**src/rtl/ft6_write_arbiter.sv**
```systemverilog
// Two-requester round-robin burst arbiter feeding the FT601 synchronous write bus.
// Optional per-owner transfer counters are enabled with `define FT6_ARB_STATS_EN.
module ft6_write_arbiter #(
   parameter int unsigned BURST_LEN = 256
) (
   input  logic        clk,
   input  logic        rst,
   input  logic        txe_n,
   output logic [31:0] d_out,
   output logic [3:0]  be,
   output logic        wr_n,
   input  logic [31:0] s0_data,
   input  logic [3:0]  s0_be,
   input  logic        s0_valid,
   output logic        s0_ready,
   input  logic [31:0] s1_data,
   input  logic [3:0]  s1_be,
   input  logic        s1_valid,
   output logic        s1_ready,
   output logic [1:0]  grant,
   output logic        busy
`ifdef FT6_ARB_STATS_EN
   ,
   output logic [31:0] s0_count,
   output logic [31:0] s1_count
`endif
);

   localparam int unsigned CW = $clog2(BURST_LEN + 1);
   localparam logic [CW-1:0] BL = CW'(BURST_LEN);

   typedef enum logic [1:0] {IDLE, BURST, DRAIN} state_t;

   state_t        state, state_nxt;
   logic [1:0]    grant_nxt;
   logic [CW-1:0] burst_cnt, burst_cnt_nxt;
   logic          rr_s1, rr_s1_nxt;
   logic          xfer, reg_free, room, acc, sel_valid;
   logic [31:0]   sel_data;
   logic [3:0]    sel_be;

   // The output register can take a new word when it is empty or is emptying this edge.
   assign xfer     = ~wr_n & ~txe_n;
   assign reg_free = wr_n | xfer;
   assign room     = (state == BURST) & reg_free & (burst_cnt < BL) & ~rst;
   assign s0_ready = room & grant[0];
   assign s1_ready = room & grant[1];
   assign acc      = (s0_valid & s0_ready) | (s1_valid & s1_ready);
   assign busy     = (state != IDLE);

   assign sel_valid = grant[1] ? s1_valid : (grant[0] & s0_valid);
   assign sel_data  = grant[1] ? s1_data  : s0_data;
   assign sel_be    = grant[1] ? s1_be    : s0_be;

   always_comb begin
      state_nxt     = state;
      grant_nxt     = grant;
      burst_cnt_nxt = burst_cnt;
      rr_s1_nxt     = rr_s1;
      case (state)
         IDLE: begin
            grant_nxt = 2'b00;
            if (s0_valid && (!s1_valid || !rr_s1)) begin
               grant_nxt     = 2'b01;
               rr_s1_nxt     = 1'b1;
               state_nxt     = BURST;
               burst_cnt_nxt = '0;
            end else if (s1_valid) begin
               grant_nxt     = 2'b10;
               rr_s1_nxt     = 1'b0;
               state_nxt     = BURST;
               burst_cnt_nxt = '0;
            end
         end
         BURST: begin
            if (acc) begin
               burst_cnt_nxt = burst_cnt + CW'(1);
               if (burst_cnt + CW'(1) == BL) state_nxt = DRAIN;
            end else if (!sel_valid) begin
               state_nxt = DRAIN;
            end
         end
         DRAIN: begin
            // Hold the grant until the last word has left, guaranteeing an idle bus cycle.
            if (reg_free) begin
               state_nxt = IDLE;
               grant_nxt = 2'b00;
            end
         end
         default: begin
            state_nxt = IDLE;
            grant_nxt = 2'b00;
         end
      endcase
   end

   always_ff @(posedge clk) begin
      if (rst) begin
         state     <= IDLE;
         grant     <= 2'b00;
         burst_cnt <= '0;
         rr_s1     <= 1'b0;
      end else begin
         state     <= state_nxt;
         grant     <= grant_nxt;
         burst_cnt <= burst_cnt_nxt;
         rr_s1     <= rr_s1_nxt;
      end
   end

   always_ff @(posedge clk) begin
      if (rst) begin
         wr_n  <= 1'b1;
         d_out <= '0;
         be    <= '0;
      end else if (acc) begin
         wr_n  <= 1'b0;
         d_out <= sel_data;
         be    <= sel_be;
      end else if (xfer) begin
         wr_n  <= 1'b1;
      end
   end

`ifdef FT6_ARB_STATS_EN
   // The grant is held until the register drains, so it names the owner of the word on the bus.
   always_ff @(posedge clk) begin
      if (rst) begin
         s0_count <= '0;
         s1_count <= '0;
      end else if (xfer) begin
         if (grant[0]) s0_count <= s0_count + 32'd1;
         if (grant[1]) s1_count <= s1_count + 32'd1;
      end
   end
`endif

endmodule

```
**config.mk**
```make
export PLATFORM = sky130hd
export DESIGN_NAME = ft6_write_arbiter
export DESIGN_NICKNAME = d
export VERILOG_FILES = /design/src/rtl/ft6_write_arbiter.sv
export SDC_FILE = /design/constraint.sdc
export NUM_CORES = 1
export LEC_CHECK = 0
export ABC_AREA = 1
export BUFFER_PORTS_ARGS = -buffer_cell sky130_fd_sc_hd__buf_2
export CAP_MARGIN = 20
export CORE_ASPECT_RATIO = 0.6
export CORE_MARGIN = 5
export CORE_UTILIZATION = 45
export CTS_CLUSTER_DIAMETER = 100
export DETAILED_ROUTE_END_ITERATION = 10
export GPL_ROUTABILITY_DRIVEN = 0
export GPL_TIMING_DRIVEN = 0
export PLACE_DENSITY_LB_ADDON = 0.08
export RECOVER_POWER = 25
export SLEW_MARGIN = 30
export SYNTH_ARGS = -nofsm -noshare
export SYNTH_HDL_FRONTEND = slang
export SYNTH_SLANG_ARGS = --single-unit
```
**constraint.sdc**
```tcl
create_clock -name clk -period 2 [get_ports clk]
set_clock_uncertainty 0.2 [all_clocks]
set_input_delay 0.2 -clock clk [delete_from_list [all_inputs] [get_ports clk]]
set_output_delay 0.2 -clock clk [all_outputs]
set_load 0.01 [all_outputs]
```
==> reports/qor_table.md, run 1 <==
| Metric | This run |
| --- | --- |
| Type of origin of the critical path | input port |
| Largest buffer count on any clock path | 2 |
| Fin crit period | 1880 ps |
| Library cell with the largest summed area after synthesis | dfxtp_1 |
| Horizontal extent of the die | 103 um |
| Yosys top cell area share | 43.5% |
| Arrival time worst endpoint | 1480 ps |
| Final nets | 603 |
| Rows | 20 |
| Crit share post-route | 93.9% |
| Register bit count reported by yosys | 51 |
| Number of max-slew violations in the final report | 0 |
| Maximum net fanout on the critical path | 10 |
| Number of inserted diodes | 0 |
| Startpoint of the most critical register-to-register path | grant[1]$_SDFFE_PP0P_ |
| Fraction of synthesis flops using an asynchronous set or reset pin | 0% |
| Fin. Hold Viols | 0 |
| Mean instance size in the synthesized netlist | 7.15 um^2 |
| Number of clock sinks seen by CTS | 51 |
| Number of CTS-inserted buffers | 5 |
| Predominant post-synthesis flop cell | dfxtp_1 |
| Clock slew at the register clock pins of the worst setup and hold paths | 90 ps |
| Setup repair after global routing missed its margin | no |
| Number of enable-type register cells in the synthesized netlist | 0 |
| Total global-route track usage | 27.2% |
| HP Start | rst |
| Via count of the first global-routing pass | 3084 |
| Result of the run | completed |
| Count leader, synth | nand2_1 |
| Crit. End Element | output port |
| Fraction of layout instances using a drive strength above 1 | 23.6% |
| Sequential element share of the synthesized area | 43.5% |
| Count of cell instances traversed by the critical path | 6 |
| Worst hold path cell count | 4 |
| Area of the die | 6800 um^2 |
| Via count | 3142 |
| End point of the most critical hold path | burst_cnt[3]$_SDFFE_PP0P_ |
| Number of nets with antenna violations after detailed routing | 0 |
| Netlist area before placement | 2350 um^2 |
| Synth Warn # | 0 |
| Most repeated library cell on the critical path | buf_2 |
| Ordered cell list for the critical path | buf_2 -> inv_1 -> clkbuf_1 -> nand3_1 -> nor2_1 -> buf_2 |
| Hold Crit Class | in2reg |
| Clock root cell | clkbuf_8 |
| H-Tree Depth | 2 |
| Number of buffers and inverters on the critical path | 4 |
| Number of antenna violations at the first check in global routing | 0 |
| Die outline height | 65.9 um |
| Maximum capacitance violations | 0 |
| Pleak | 0.00173 uW |
| Leading post-synthesis cells by instance count | nand2_1, dfxtp_1, a31oi_1 |
| Pwr per Cell Area | 545 nW/um^2 |
| Number of optimization iterations in the first detailed-route pass | 5 |
| Count of endpoints failing setup in the final report | 0 |
| Achievable Freq | 532 MHz |
| Later-pin clock latency in the skew report | 290 ps |
| Worst slew margin | 68.2% |
| Total negative slack for setup checks | 0 ps |
| Final Total Pwr | 2080 uW |
| Required time of the critical path | 1600 ps |
| Peak supply drop | 0.000349 V |
| Number of top-level pins | 119 |
| Biggest cell delay along the critical path | 430 ps |
| Reg2reg path depth | 5 |
| Reg-to-reg critical path endpoint | be[3]$_SDFFE_PP0P_ |
| Total congestion overflow | 0 |
| Standard cell core area | 5050 um^2 |
| Critical path start-end classification | in2out |
| Crit path max-delay family | buffers and inverters |
| Net count of the mapped netlist | 406 |
| # DRC | 0 |
| Iteration-0 DRC Markers | 240 |
| Largest cells by area after synthesis | dfxtp_1, nand2_1, a31oi_1 |
| IO Port Bufs | 118 |
| Slowest cell on the critical path | clkbuf_1 |
| Largest net degree at the start of global routing | 16 |
| Clock tree from TritonCTS | done |
| Cell count after synthesis | 328 |
| Flop2flop setup slack | 210 ps |
| Filler cells | 387 |
| Post-DP HPWL | 5480 um |
| Distinct cells, synth | 27 |
| Slew at the pin closest to its max-slew limit | 477 ps |
| Wire length of the first global-routing pass | 14600 um |
| Initial core utilization | 46.4% |
| Post-detailed-route wirelength per cell | 15.2 um |
| Synth-to-layout area growth | 62.7% |
| Drt total wl | 8980 um |
| Per-cell via count in the routed design | 5.31 |
report_power, final:
group / switching [uW] / internal, uW / total [uW]
logic: 221 / 223 / 444
clock network: 333 / 240 / 573
registers: 19.3 / 1040 / 1060
layer usage:
layer / vias up / wire [um] / global-route usage (%)
li1: 1503 / - / -
met1: 1438 / 3690 / 33.8
met2: 187 / 4070 / 45.8
met3: 14 / 1070 / 8.01
met4: 0 / 150 / 7.75
met5: - / 0 / 0
placed cells by master (no fill, tap or decap):
master         synthesis  layout
clkbuf_1              10      32
buf_4                  3       3
buf_2                  3      98
nand3b_1               2       2
buf_6                  4       4
o21ai_0               32      32
nor2_2                 1       1
o31ai_1                1       1
clkinv_2               0       3
inv_2                  2       2
ha_4                   0       1
o22ai_1                1       1
dfxtp_1               51      49
o211ai_1               1       1
or2_2                  1       1
o21bai_1               1       1
xor2_1                 1       1
a21boi_0               1       1
dlygate4sd3_1          0      73
inv_4                  1       1
a31oi_1               36      36
a21oi_1                8       8
nor2_1                16      16
dfxtp_2                0       2
nand3_1               12      12
clkbuf_8               0       5
nand4_4                1       1
nand2_1              108     108
inv_1                 15      15
o21ai_1               13      13
nand2_2                2       2
timing repair:
| item | CTS | global route |
|---|---|---|
| resized for setup | 0 | 4 |
| buffers inserted | 0 | 0 |
| hold endpoints to repair | 39 | 0 |
| hold buffers | 73 | 0 |
| setup endpoints to repair | 0 | 3 |
state kept, by name (all words and copies together), names as in the netlist:
register,flops
be,4
burst_cnt,9
d_out,32
grant,2
rr_s1,1
state,2
wr_n,1
cell families (layout without fill, tap and decap cells):
logic type                 Yosys count  in the layout  share of synthesized area (%)
buffers and inverters               38            236                           8.11
adders and majority gates            1              1                          0.533
AOI/OAI and AO/OA                   94             94                           22.5
and+or+nand+nor                    143            143                           25.0
xor gates and xnor gates             1              1                          0.373
DFF                                 51             51                           43.5
worst reg2reg max path, stage by stage, from the launching register on:
cell and delay [ps]:
dfxtp_1 340, inv_1 70, buf_2 350, clkbuf_1 410, nand2_1 110, a31oi_1 230
layout make-up:
| class | instances | area [um^2] | share of cell area (%) |
|---|---|---|---|
| multi-input cells | 239 | 1150 | 30.1 |
| inverters | 18 | 70.1 | 1.84 |
| plain buffers | 19 | 116 | 3.05 |
| flip-flops and latches | 51 | 1020 | 26.8 |
| repair buffers | 191 | 1290 | 33.9 |
| clock inverters | 3 | 15.0 | 0.393 |
| well taps | 66 | 82.6 | 2.16 |
| clock buffers | 5 | 68.8 | 1.80 |
per-stage QoR:
| stage | util, % | instance area, um^2 | setup slack [ps] | hold slack (ps) | cells |
|---|---|---|---|---|---|
| after floorplan | - | 2350 | 433 | 69.1 | 328 |
| after detailed placement | 59.7 | 3020 | 151 | 232 | 512 |
| after global routing | 75.5 | 3820 | 19.2 | 99.3 | 592 |
| after CTS | 75.8 | 3830 | 14.6 | 47.0 | 593 |
| after global placement | 59.7 | 3020 | 162 | 226 | 512 |
| final | 75.5 | 3820 | 122 | 55.4 | 592 |
worst max-delay path by stage:
stage | end | start | slack [ps]
after CTS | s1_ready | grant[1]$_SDFFE_PP0P_ | 10
final | s0_ready | rst | 120
after global placement | s1_ready | rst | 160
after global routing | state[1]$_SDFFE_PP0P_ | burst_cnt[1]$_SDFFE_PP0P_ | 20
after detailed placement | s1_ready | rst | 150
after floorplan | state[0]$_SDFFE_PP0P_ | burst_cnt[1]$_SDFFE_PP0P_ | 430
(Power assumes the default switching activity.)
==> run 2: changes to the inputs <==
- CORE_ASPECT_RATIO: 0.6 -> 0.5
==> reports/qor_table.md, run 2 (synthesized netlist as in run 1, its figures left out) <==
| Metric | This run | vs previous |
| --- | --- | --- |
| Clock root cell | clkbuf_8 | unchanged |
| Largest register by flop count | d_out | unchanged |
| Maximum net fanout on the critical path | 19 | was 10 |
| Final Total Pwr | 2250 uW | was 2080 uW |
| Number of optimization iterations in the first detailed-route pass | 5 | unchanged |
| Leading cell type in the layout, fill and taps excluded | nand2_1 | unchanged |
| Max FFs per register | 32 | unchanged |
| Count of endpoints failing setup in the final report | 0 | unchanged |
| Fin crit period | 1830 ps | was 1880 ps |
| Pleak | 0.00175 uW | was 0.00173 uW |
| Peak supply drop | 0.000325 V | was 0.000349 V |
| Slew at the pin closest to its max-slew limit | 458 ps | was 477 ps |
| Largest registers ranked by flip-flop count | d_out: 32 flops, burst_cnt: 9 flops, be: 4 flops | unchanged |
| Achievable Freq | 545 MHz | was 532 MHz |
| Total global-route track usage | 27.0% | was 27.2% |
| Final nets | 603 | unchanged |
| Setup repair after global routing missed its margin | no | unchanged |
| Rows | 18 | was 20 |
| Synth-to-layout area growth | 63.7% | was 62.7% |
| Post-place instance area | 3020 um^2 | about the same |
| Number of nets with antenna violations after detailed routing | 0 | unchanged |
| Iteration-0 DRC Markers | 222 | was 240 |
| Clock slew at the register clock pins of the worst setup and hold paths | 90 ps | about the same |
| Post-detailed-route wirelength per cell | 15.4 um | was 15.2 um |
| Number of max-slew violations in the final report | 0 | unchanged |
| Wire length of the first global-routing pass | 14900 um | was 14600 um |
| Number of antenna violations at the first check in global routing | 0 | unchanged |
| Number of CTS-inserted buffers | 5 | unchanged |
| Die outline height | 61.1 um | was 65.9 um |
| Commonest non-fill, non-tap cells in the layout | nand2_1, buf_2, dlygate4sd3_1 | unchanged |
| H-Tree Depth | 2 | unchanged |
| Worst slew margin | 69.5% | was 68.2% |
| Standard cell core area | 4980 um^2 | was 5050 um^2 |
| Horizontal extent of the die | 112 um | was 103 um |
| Via count of the first global-routing pass | 3186 | was 3084 |
| # DRC | 0 | unchanged |
| Largest net degree at the start of global routing | 20 | was 16 |
| Type of origin of the critical path | register | was input port |
| Post-cts resize count | 0 | unchanged |
| Largest buffer count on any clock path | 2 | unchanged |
| Drt total wl | 9190 um | was 8980 um |
| Maximum capacitance violations | 0 | unchanged |
| Post-DP HPWL | 5340 um | was 5480 um |
| Arrival time worst endpoint | 1850 ps | was 1480 ps |
| Fraction of layout instances using a drive strength above 1 | 23.2% | was 23.6% |
| Total congestion overflow | 0 | unchanged |
| Clock tree from TritonCTS | done | unchanged |
| Crit share post-route | 91.7% | was 93.9% |
| Area of the die | 6840 um^2 | was 6800 um^2 |
| Pwr per Cell Area | 587 nW/um^2 | was 545 nW/um^2 |
| Critical path start-end classification | reg2reg | was in2out |
| Design Area, Final | 3840 um^2 | was 3820 um^2 |
| Fin. Hold Viols | 0 | unchanged |
| Required time of the critical path | 2020 ps | was 1600 ps |
| Number of clock sinks seen by CTS | 51 | unchanged |
| Via count | 3138 | was 3142 |
| Hold Crit Class | in2reg | unchanged |
| Per-cell via count in the routed design | 5.27 | was 5.31 |
| Initial core utilization | 47.1% | was 46.4% |
| Number of inserted diodes | 0 | unchanged |
| Crit. End Element | register | was output port |
| Later-pin clock latency in the skew report | 300 ps | was 290 ps |
| Number of top-level pins | 119 | unchanged |
| Share of the core filled with cells in the final layout | 77.2% | was 75.5% |
| Result of the run | completed | unchanged |
| IO Port Bufs | 118 | unchanged |
| Total negative slack for setup checks | 0 ps | unchanged |
## run 2: changes by cell type in the layout (fill, tap and decap cells not counted), sizes merged
cell	delta
clkinv	-2
buf	+1
bufinv	+1
## run 2: layout make-up
type                       instances  area, um^2
multi-input combinational        239        1130
buffer                            19         116
timing repair buffer             191        1290
clock inverter                     2        35.0
tap                               70        87.6
clock buffer                       6        82.6
sequential                        51        1020
fill                             355        1140
inverter                          18        70.1
## run 2: per-stage QoR
step           instances  hold slack [ps]  worst slack [ps]
3_5_place_dp         516              233               170
2_1_floorplan        328             69.1               433
4_1_cts              596             8.59               187
6_report             596             6.14               166
3_3_place_gp         516              232               169
5_1_grt              596             49.0              26.5
## run 2: path summary, 6_finish.rpt
| check | from | to | slack [ps] | depth (start not counted) |
|---|---|---|---|---|
| worst min-delay path | rst | burst_cnt[3]$_SDFFE_PP0P_ | 6 | 4 |
| worst max-delay path | grant[1]$_SDFFE_PP0P_ | d_out[11]$_SDFFE_PP0P_ | 170 | 5 |
| worst min register to register | rr_s1$_SDFFE_PP0P_ | rr_s1$_SDFFE_PP0P_ | 280 | 2 |
| worst max register to register | grant[1]$_SDFFE_PP0P_ | d_out[11]$_SDFFE_PP0P_ | 170 | 5 |
## run 2: worst max-delay path: stages, from the launching register on
cell and delay [ps]:
dfxtp_1 350, inv_1 80, buf_2 330, clkbuf_1 400
nand2_1 140, a31oi_1 250
## run 2: repair_timing
item | 4_1_cts | 5_1_grt
setup buffers | 0 | 0
hold endpoints to repair | 39 | 0
hold buffers | 73 | 0
endpoints found under the setup margin | 1 | 0
## run 2: power by group
group / leakage, uW / switching (uW) / internal, uW
logic: 0.00128 / 222 / 223
clock network: 0.0000612 / 340 / 405
registers: 0.000412 / 20.2 / 1040
## run 2: layer usage
layer / global-route usage (%) / part of all wire [%] / vias to the layer above
li1: - / - / 1495
met1: 31.3 / 38 / 1425
met4: 10.8 / 3.2 / 0
met5: 0 / 0 / -
met3: 7.07 / 9.3 / 29
met2: 49.6 / 50 / 189
==> run 3: changes to the inputs <==
- CORE_UTILIZATION: 45 -> 40
==> reports/qor_table.md, run 3 (synthesized netlist as in run 1, its figures left out) <==
| Metric | This run | vs previous |
| --- | --- | --- |
| Clock tree from TritonCTS | done | unchanged |
| Flop2flop setup slack | 210 ps | was 170 ps |
| Biggest cell delay along the critical path | 360 ps | was 400 ps |
| Total congestion overflow | 0 | unchanged |
| Total global-route track usage | 22.1% | was 27.0% |
| H-Tree Depth | 2 | unchanged |
| Pleak | 0.00175 uW | about the same |
| Crit path max-delay family | buffers and inverters | unchanged |
| Number of buffers and inverters on the critical path | 4 | was 3 |
| Maximum net fanout on the critical path | 10 | was 19 |
| Rows | 19 | was 18 |
| Reg-to-reg critical path endpoint | d_out[6]$_SDFFE_PP0P_ | was d_out[11]$_SDFFE_PP0P_ |
| Commonest non-fill, non-tap cells in the layout | nand2_1, buf_2, dlygate4sd3_1 | unchanged |
| Crit path to | s1_ready | was d_out[11]$_SDFFE_PP0P_ |
| Number of nets with antenna violations after detailed routing | 0 | unchanged |
| Multi-input logic area | 1140 um^2 | was 1130 um^2 |
| Count of cell instances traversed by the critical path | 6 | was 5 |
| Per-cell via count in the routed design | 5.22 | was 5.27 |
| Die outline height | 64.2 um | was 61.1 um |
| Filler cells | 460 | was 355 |
| Maximum capacitance violations | 0 | unchanged |
| Total negative slack for setup checks | 0 ps | unchanged |
| Iteration-0 DRC Markers | 189 | was 222 |
| Number of optimization iterations in the first detailed-route pass | 4 | was 5 |
| Reg2reg path depth | 5 | unchanged |
| # DRC | 0 | unchanged |
| Post-Route Hold Slack | 3.73 ps | was 6.14 ps |
| Largest register by flop count | d_out | unchanged |
| Clock slew at the register clock pins of the worst setup and hold paths | 60 ps | was 90 ps |
| Clock root cell | clkbuf_16 | was clkbuf_8 |
| Post-detailed-route wirelength per cell | 14.2 um | was 15.4 um |
| Area of the die | 7590 um^2 | was 6840 um^2 |
| Horizontal extent of the die | 118 um | was 112 um |
| Largest registers ranked by flip-flop count | d_out: 32 flops, burst_cnt: 9 flops, be: 4 flops | unchanged |
| Crit share post-route | 90.2% | was 91.7% |
| Later-pin clock latency in the skew report | 280 ps | was 300 ps |
| IO Port Bufs | 118 | unchanged |
| Number of antenna violations at the first check in global routing | 0 | unchanged |
| Startpoint of the most critical register-to-register path | grant[1]$_SDFFE_PP0P_ | unchanged |
| Synth-to-layout area growth | 64.5% | was 63.7% |
| Worst setup path start | rst | was grant[1]$_SDFFE_PP0P_ |
| Number of clock sinks seen by CTS | 51 | unchanged |
| Wire length of the first global-routing pass | 14100 um | was 14900 um |
| Via count | 3121 | was 3138 |
| Achievable Freq | 554 MHz | was 545 MHz |
| Largest net degree at the start of global routing | 20 | unchanged |
| Fraction of layout instances using a drive strength above 1 | 23.4% | was 23.2% |
| Via count of the first global-routing pass | 3121 | was 3186 |
| Arrival time worst endpoint | 1400 ps | was 1850 ps |
| Hold Crit Class | in2reg | unchanged |
| Post-DP HPWL | 5470 um | was 5340 um |
| Standard cell core area | 5590 um^2 | was 4980 um^2 |
| Largest buffer count on any clock path | 2 | unchanged |
| Count of endpoints failing setup in the final report | 0 | unchanged |
| Share of total power consumed by net switching | 25.3% | was 25.8% |
| Max FFs per register | 32 | unchanged |
| Switching power | 586 uW | was 582 uW |
| Sequential cell area | 1020 um^2 | about the same |
| Ordered cell list for the critical path | buf_2 -> inv_1 -> clkbuf_1 -> nand3_1 -> nor2_1 -> buf_2 | was inv_1 -> buf_2 -> clkbuf_1 -> nand2_1 -> a31oi_1 |
| Number of top-level pins | 119 | unchanged |
| Number of inserted diodes | 0 | unchanged |
| Crit. End Element | output port | was register |
| Pwr per Cell Area | 600 nW/um^2 | was 587 nW/um^2 |
| Initial core utilization | 42.0% | was 47.1% |
| Logic gate share of total power | 18.8% | was 19.7% |
| Sequential share of power | 46.0% | was 47.2% |
| Proportion of power drawn by the clock network | 35.2% | was 33.1% |
| Fin crit period | 1800 ps | was 1830 ps |
| Pint | 1730 uW | was 1670 uW |
| Number of max-slew violations in the final report | 0 | unchanged |
| Slowest cell on the critical path | clkbuf_1 | unchanged |
| Number of CTS-inserted buffers | 5 | unchanged |
| Most repeated library cell on the critical path | buf_2 |  |
| Required time of the critical path | 1600 ps | was 2020 ps |
| Worst slew margin | 68.8% | was 69.5% |
| Drt total wl | 8500 um | was 9190 um |
| Slew at the pin closest to its max-slew limit | 468 ps | was 458 ps |
| Type of origin of the critical path | input port | was register |
| Critical path start-end classification | in2out | was reg2reg |
| Result of the run | completed | unchanged |
| Setup repair after global routing missed its margin | no | unchanged |
| Leading cell type in the layout, fill and taps excluded | nand2_1 | unchanged |
| Peak supply drop | 0.000420 V | was 0.000325 V |
| Fin. Hold Viols | 0 | unchanged |
| Final nets | 602 | was 603 |
run 3: cell types whose count changed in the layout (fill, tap and decap cells not counted), sizes merged:
cell / before / now
dlygate4sd3: 73 / 72
buf: 106 / 107
bufinv: 1 / 0
run 3: worst register-to-register path: stages (launching register included):
cell and delay, ps:
dfxtp_1 340, inv_1 80, buf_2 340, clkbuf_1 400, nand2_1 140, a31oi_1 210
run 3: stage by stage:
stage	cell area, um^2	setup WS [ps]	total power [uW]	util (%)	instances
global route	3860	12.6	2430	69.1	598
finish	3860	195	2310	69.1	598
CTS	3880	185	2340	69.5	598
global placement	3030	152	1400	54.2	519
floorplan	2350	433	1260	-	328
detailed placement	3030	193	1410	54.2	519
run 3: what timing repair did:
item / CTS / global route
hold buffers: 72 / 0
endpoints found under the hold margin: 39 / 0
pin swaps: 0 / 0
setup buffers: 0 / 0
setup endpoints to repair: 1 / 2
resized for setup: 0 / 2
run 3: layout make-up:
cell class / instances / share of cell area (%)
clock buffer: 7 / 3.44
multi-input combinational: 239 / 29.5
clock inverter: 1 / 0.130
tap: 73 / 2.37
sequential: 51 / 26.5
timing repair buffer: 190 / 33.3
buffer: 19 / 3.01
inverter: 18 / 1.82
run 3: metal layers:
metal	up-vias	GRT usage [%]	part of all wire, %
met5	-	0	0
met4	0	11.6	4.3
met3	35	6.34	8.9
met2	171	36.9	48
met1	1417	26.3	39
li1	1498	-	-
run 3: worst min path at each step:
stage | start | end | slack, ps | cells after the start
floorplan | rst | grant[0]$_SDFFE_PP0P_ | 70 | 1
global placement | rst | rr_s1$_SDFFE_PP0P_ | 230 | 2
detailed placement | rst | grant[0]$_SDFFE_PP0P_ | 230 | 2
CTS | s1_data[1] | d_out[1]$_SDFFE_PP0P_ | 3 | 3
global route | s1_data[1] | d_out[1]$_SDFFE_PP0P_ | 7 | 3
finish | s1_data[1] | d_out[1]$_SDFFE_PP0P_ | 4 | 3
run 3: power groups by stage:
stage	sequential, uW	combinational (uW)	clock [uW]
final	1060	436	814
after global routing	1070	484	885
after CTS	1060	428	847
after detailed placement	1090	321	0
after global placement	1080	314	0
after floorplan	1090	165	0
